<file path="src/rtl/vga_timing_gen.sv">
// Parametrised VGA timing generator with pixel-tick enable and a sync/blank pipeline matched
// to the pixel source latency. Define VGA_TEST_PATTERN_EN to add the i_pattern colour-bar input.
module vga_timing_gen #(
   parameter int unsigned H_ACTIVE    = 640,
   parameter int unsigned H_FP        = 16,
   parameter int unsigned H_SYNC      = 96,
   parameter int unsigned H_BP        = 48,
   parameter int unsigned V_ACTIVE    = 480,
   parameter int unsigned V_FP        = 10,
   parameter int unsigned V_SYNC      = 2,
   parameter int unsigned V_BP        = 33,
   parameter int unsigned HSYNC_POL   = 0,
   parameter int unsigned VSYNC_POL   = 0,
   parameter int unsigned CNT_W       = 11,
   parameter int unsigned COLOR_W     = 4,
   parameter int unsigned PIX_LATENCY = 1
) (
   input  logic               clk,
   input  logic               rst,
   input  logic               i_en,
   input  logic [COLOR_W-1:0] i_red,
   input  logic [COLOR_W-1:0] i_green,
   input  logic [COLOR_W-1:0] i_blue,
`ifdef VGA_TEST_PATTERN_EN
   input  logic               i_pattern,
`endif
   output logic [CNT_W-1:0]   o_x,
   output logic [CNT_W-1:0]   o_y,
   output logic               o_req,
   output logic               o_frame_start,
   output logic               o_hsync,
   output logic               o_vsync,
   output logic               o_de,
   output logic [COLOR_W-1:0] o_red,
   output logic [COLOR_W-1:0] o_green,
   output logic [COLOR_W-1:0] o_blue
);

   localparam int unsigned H_TOTAL = H_SYNC + H_BP + H_ACTIVE + H_FP;
   localparam int unsigned V_TOTAL = V_SYNC + V_BP + V_ACTIVE + V_FP;

   localparam logic [CNT_W-1:0] H_LAST   = CNT_W'(H_TOTAL - 1);
   localparam logic [CNT_W-1:0] V_LAST   = CNT_W'(V_TOTAL - 1);
   localparam logic [CNT_W-1:0] H_START  = CNT_W'(H_SYNC + H_BP);
   localparam logic [CNT_W-1:0] H_END    = CNT_W'(H_SYNC + H_BP + H_ACTIVE);
   localparam logic [CNT_W-1:0] V_START  = CNT_W'(V_SYNC + V_BP);
   localparam logic [CNT_W-1:0] V_END    = CNT_W'(V_SYNC + V_BP + V_ACTIVE);
   localparam logic [CNT_W-1:0] H_SYNC_E = CNT_W'(H_SYNC);
   localparam logic [CNT_W-1:0] V_SYNC_E = CNT_W'(V_SYNC);

   localparam logic HS_ACT = 1'(HSYNC_POL);
   localparam logic VS_ACT = 1'(VSYNC_POL);

   // Pipeline word: {bar[2:0] (pattern builds only), de, vsync, hsync}, syncs kept active-high
`ifdef VGA_TEST_PATTERN_EN
   localparam int unsigned PW = 6;
   localparam logic [CNT_W-1:0] BAR_W = CNT_W'(H_ACTIVE / 8);
`else
   localparam int unsigned PW = 3;
`endif

   logic [CNT_W-1:0] hcnt_q, hcnt_d;
   logic [CNT_W-1:0] vcnt_q, vcnt_d;
   logic [CNT_W-1:0] hx, vy;
   logic             active;
   logic [PW-1:0]    s0_d, s0_q, sd;
   logic             req_q, fs_q;
   logic [CNT_W-1:0] x_q, y_q;
   logic [COLOR_W-1:0] src_r, src_g, src_b;

   always_comb begin
      hcnt_d = hcnt_q + CNT_W'(1);
      vcnt_d = vcnt_q;
      if (hcnt_q == H_LAST) begin
         hcnt_d = '0;
         vcnt_d = (vcnt_q == V_LAST) ? '0 : vcnt_q + CNT_W'(1);
      end
   end

   always_ff @(posedge clk) begin
      if (rst) begin
         hcnt_q <= '0;
         vcnt_q <= '0;
      end else if (i_en) begin
         hcnt_q <= hcnt_d;
         vcnt_q <= vcnt_d;
      end
   end

   assign hx     = hcnt_q - H_START;
   assign vy     = vcnt_q - V_START;
   assign active = (hcnt_q >= H_START) && (hcnt_q < H_END) &&
                   (vcnt_q >= V_START) && (vcnt_q < V_END);

`ifdef VGA_TEST_PATTERN_EN
   logic [CNT_W-1:0] bar_full;
   assign bar_full = hx / BAR_W;
   assign s0_d = {bar_full[2:0], active, vcnt_q < V_SYNC_E, hcnt_q < H_SYNC_E};
`else
   assign s0_d = {active, vcnt_q < V_SYNC_E, hcnt_q < H_SYNC_E};
`endif

   // Stage 0: pixel request and raw timing
   always_ff @(posedge clk) begin
      if (rst) begin
         req_q <= 1'b0;
         fs_q  <= 1'b0;
         x_q   <= '0;
         y_q   <= '0;
         s0_q  <= '0;
      end else if (i_en) begin
         req_q <= active;
         fs_q  <= active && (hcnt_q == H_START) && (vcnt_q == V_START);
         s0_q  <= s0_d;
         if (active) begin
            x_q <= hx;
            y_q <= vy;
         end
      end
   end

   assign o_x           = x_q;
   assign o_y           = y_q;
   assign o_req         = req_q;
   assign o_frame_start = fs_q;

   if (PIX_LATENCY == 0) begin : g_no_delay
      assign sd = s0_q;
   end else begin : g_delay
      logic [PW-1:0] sh_q [PIX_LATENCY];

      always_ff @(posedge clk) begin
         if (rst) begin
            for (int unsigned i = 0; i < PIX_LATENCY; i++) sh_q[i] <= '0;
         end else if (i_en) begin
            sh_q[0] <= s0_q;
            for (int unsigned i = 1; i < PIX_LATENCY; i++) sh_q[i] <= sh_q[i-1];
         end
      end

      assign sd = sh_q[PIX_LATENCY-1];
   end

   always_comb begin
      src_r = i_red;
      src_g = i_green;
      src_b = i_blue;
`ifdef VGA_TEST_PATTERN_EN
      if (i_pattern) begin
         src_r = {COLOR_W{sd[5]}};
         src_g = {COLOR_W{sd[4]}};
         src_b = {COLOR_W{sd[3]}};
      end
`endif
   end

   // Output register: polarity applied here, colour forced to 0 outside the active area
   always_ff @(posedge clk) begin
      if (rst) begin
         o_hsync <= ~HS_ACT;
         o_vsync <= ~VS_ACT;
         o_de    <= 1'b0;
         o_red   <= '0;
         o_green <= '0;
         o_blue  <= '0;
      end else if (i_en) begin
         o_hsync <= sd[0] ? HS_ACT : ~HS_ACT;
         o_vsync <= sd[1] ? VS_ACT : ~VS_ACT;
         o_de    <= sd[2];
         o_red   <= sd[2] ? src_r : '0;
         o_green <= sd[2] ? src_g : '0;
         o_blue  <= sd[2] ? src_b : '0;
      end
   end

endmodule

</file>
<file path="config.mk">
export PLATFORM = sky130hd
export DESIGN_NAME = vga_timing_gen
export DESIGN_NICKNAME = d
export VERILOG_FILES = /design/src/rtl/vga_timing_gen.sv
export SDC_FILE = /design/constraint.sdc
export NUM_CORES = 1
export LEC_CHECK = 0
export CAP_MARGIN = 20
export CORE_MARGIN = 1
export CORE_UTILIZATION = 34
export CTS_BUF_LIST = sky130_fd_sc_hd__clkbuf_4
export DETAILED_ROUTE_END_ITERATION = 6
export PLACE_DENSITY = 0.67
export SLEW_MARGIN = 20
export SYNTH_ARGS = -nofsm -noshare
export SYNTH_HDL_FRONTEND = slang
export SYNTH_SLANG_ARGS = --single-unit
export TNS_END_PERCENT = 1
</file>
<file path="constraint.sdc">
create_clock -name clk -period 2 [get_ports clk]
set_input_delay 0.4 -clock clk [delete_from_list [all_inputs] [get_ports clk]]
set_output_delay 0.4 -clock clk [all_outputs]
set_load 0.005 [all_outputs]
</file>
==> results.cfg, run 1 <==
[critical_path]
crit_fanout = 22
crit-reg2reg-launch = vcnt_q[0]
startpoint = vcnt_q[0]
crit_arrival_ns = 2.42
worst_setup_path_start_kind = register
cp-end-kind = register
crit_type = reg2reg
required_ns = 2.33

[sta]
hold-worst-slack_ns = 0.4653
final.setup.tns_ns = -0.9437
finalHoldViolations = 0
min_period_ns = 2.083
max_slew_margin_pct = 68.79
skew_ns = 0.008964
drv_slew = 0
post-route-period-util_pct = 104.1
setup_viol = 22
setup_ws_ns = -0.08284
timing.fmax_mhz = 480.1
rsz0062_at_grt = true
tightest_slew_ns = 0.4682

[floorplan]
dieArea_um2 = 9550
dieHeight_um = 97.73
initial_utilization_pct = 35.38
die_w_um = 97.73
pin_count = 54
rows = 34
core_area_um2 = 8806

[finish]
drive_gt1_share_pct = 21.84
final_cells = 543
mostFrequentLayoutCell = dfxtp_1
area_growth_pct = 36.27
utilization_pct = 48.21
fin_nets = 451
diodes = 0
final_cell_mix = dfxtp_1, clkdlybuf4s50_1, buf_4, nor2_1, a21oi_1
fillers = 833

[placed_design]
place_ws_ns = -0.09768
hpwlAfterDp_mm = 5.553
io_buffers = 53
dp.cells = 527
place_congestion = 0.9643

[synthesis]
synthAdderAreaFrac_pct = 2.410
ys_ff_latch = 66
synth_compound_area_share_pct = 19.92
ys_seq_area_share_pct = 43.37
synth_top_area_share_pct = 40.48
synth_edf_count = 3
yosys.area.top_type = dfxtp_1
synth_xor_area_share_pct = 7.590
synth-main-ff-cell = dfxtp_1
synth_nets = 371
yosysWarnings = 0
synth_top_family_by_area = simple AND/OR/NAND/NOR gates
syn_area_um2 = 3115
synth.area.top_cells = dfxtp_1, nor2_1, xor2_1
async_reset_ff_share_pct = 0
synth_simple_gate_area_share_pct = 21.45
yosysUniqueCellTypes = 51
syn_avg_cell_area_um2 = 8.901
syn_inst = 350
muxShareOfSynthArea_pct = 0

[route]
route.vias.total = 2795
wirelength_mm = 7.711
drt-initial-drc-count = 141
drt.antenna.violating_nets = 0
wl_per_cell_um = 14.20
drc_errors = 8
vias_per_cell = 5.147
drtPass1Iterations = 7

[pwr]
leakagePower_nw = 1.629
power.clock.fraction_pct = 40.5
switchingPower_mw = 0.5625
sw_frac_of_total_pct = 22.42
internal_power_mw = 1.947
pwr-share-comb_pct = 5.6
irDropWorstVdd_mv = 0.2946
seq_power_share_pct = 53.8
power_density_nw_per_um2 = 591.0

[clocking]
htree_levels = 3
post-cts-setup-buffers = 0
numCtsBuffers = 9
root_buffer = clkbuf_4
insertion_delay_ns = 0.41
cts.clk_slew.worst_paths_ns = 0.11
cts_tree = built
cts.sinks = 66
clockBufferDepth = 2

[grt]
grt_pass1_wl_mm = 12.85
gr-total-overflow = 0
grt_usage_pct = 16.83
grt_pass1_vias = 2624
grt_max_degree = 23
grt_antenna_before_repair = 0

[status]
status = complete, but fails checks
violations = DRC, setup timing

[min_path]
hold_path.class = reg2reg
min_from = s0_q[1]

[flow_run]
drv_cap = 0
-- power by group through the flow --
| stage | Sequential (mW) | Combinational, mW | Clock [mW] |
|---|---|---|---|
| floorplan | 1.38 | 0.0584 | 0 |
| global placement | 1.38 | 0.139 | 0 |
| detailed placement | 1.38 | 0.141 | 0 |
| CTS | 1.35 | 0.142 | 1.04 |
| global route | 1.35 | 0.154 | 1.10 |
| finish | 1.35 | 0.141 | 1.02 |
-- synth_stat cells (5+ instances only) --
| master | number |
|---|---|
| dfxtp_1 | 63 |
| nor2_1 | 39 |
| a21oi_1 | 24 |
| nand2_1 | 23 |
| clkbuf_1 | 20 |
| nand3_1 | 18 |
| xor2_1 | 15 |
| o21ai_0 | 14 |
| a22oi_1 | 12 |
| xnor2_1 | 12 |
| nand4_1 | 11 |
| a211oi_2 | 9 |
| a21oi_2 | 9 |
| nor3_1 | 8 |
| and3_1 | 6 |
| ha_1 | 6 |
| inv_1 | 6 |
| buf_2 | 5 |
-- layer usage --
layer / vias up / GRT usage [%] / share of wire [%]
met5: - / 0 / 0
met4: 0 / 5.478 / 1.5
met3: 8 / 4.101 / 4.7
met2: 64 / 26.57 / 46
met1: 1318 / 22.55 / 48
li1: 1405 / - / -
-- worst max-delay path: stages (launching register included) --
cell,delay (ns)
dfxtp_1,0.32
a2111o_1,0.44
or3_4,0.36
a221oi_2,0.36
buf_12,0.22
a21oi_1,0.08
a311oi_1,0.22
-- logic make-up (layout without fill, tap and decap cells) --
logic type,count (synthesis),in the layout
xor+xnor,27,27
simple gates,128,128
compound gates,86,86
fa+ha+maj,6,6
flops,66,66
buf+inv,37,122
-- layout make-up --
| cell class | count | area (um2) | share of cell area, % |
|---|---|---|---|
| timing repair buffer | 99 | 933.4 | 21.99 |
| sequential | 66 | 1351 | 31.83 |
| clock inverter | 5 | 78.83 | 1.857 |
| clock buffer | 11 | 82.58 | 1.945 |
| multi-input combinational | 247 | 1638 | 38.58 |
| inverter | 7 | 26.28 | 0.6189 |
| tap | 108 | 135.1 | 3.183 |
-- registers in the layout, summed over array words and instances (netlist names) --
signal         cells
g_delay.sh_q       3
hcnt_q            11
o_blue             4
o_de               1
o_frame_start      1
o_green            4
o_hsync            1
o_red              4
o_vsync            1
o_x               11
o_y               11
s0_q               3
vcnt_q            11
-- timing repair --
item                                    CTS  global route
hold buffers                              0             0
gates resized for setup                   6             9
pin swaps                                 8             2
endpoints found under the setup margin   23            35
gates cloned                              0             0
-- path summary, 6_finish.rpt --
check | endpoint | slack [ns] | cells after the start
worst max-delay path | o_x[6] | -0.08 | 6
worst min-delay path | s0_q[1] | 0.47 | 2
worst max register to register | o_x[6] | -0.08 | 6
worst min register to register | s0_q[1] | 0.47 | 2
-- metrics by stage --
step,instance area [um2],power (mW)
after floorplan,3115,1.438
after global placement,4046,1.518
after global routing,4245,2.610
after detailed placement,4046,1.521
final,4245,2.509
after CTS,4212,2.535
No activity file was read; power rests on OpenSTA's default activity.
==> run 2, diff against run 1 <==
--- a/config.mk
+++ b/config.mk
@@ -9,6 +9,7 @@
 export CORE_MARGIN = 1
 export CORE_UTILIZATION = 34
 export CTS_BUF_LIST = sky130_fd_sc_hd__clkbuf_4
+export CTS_CLUSTER_DIAMETER = 200
 export DETAILED_ROUTE_END_ITERATION = 6
 export PLACE_DENSITY = 0.67
 export SLEW_MARGIN = 20
==> results of run 2 <==
Same layout as run 1: the final DEF is identical, and so are final timing and power.
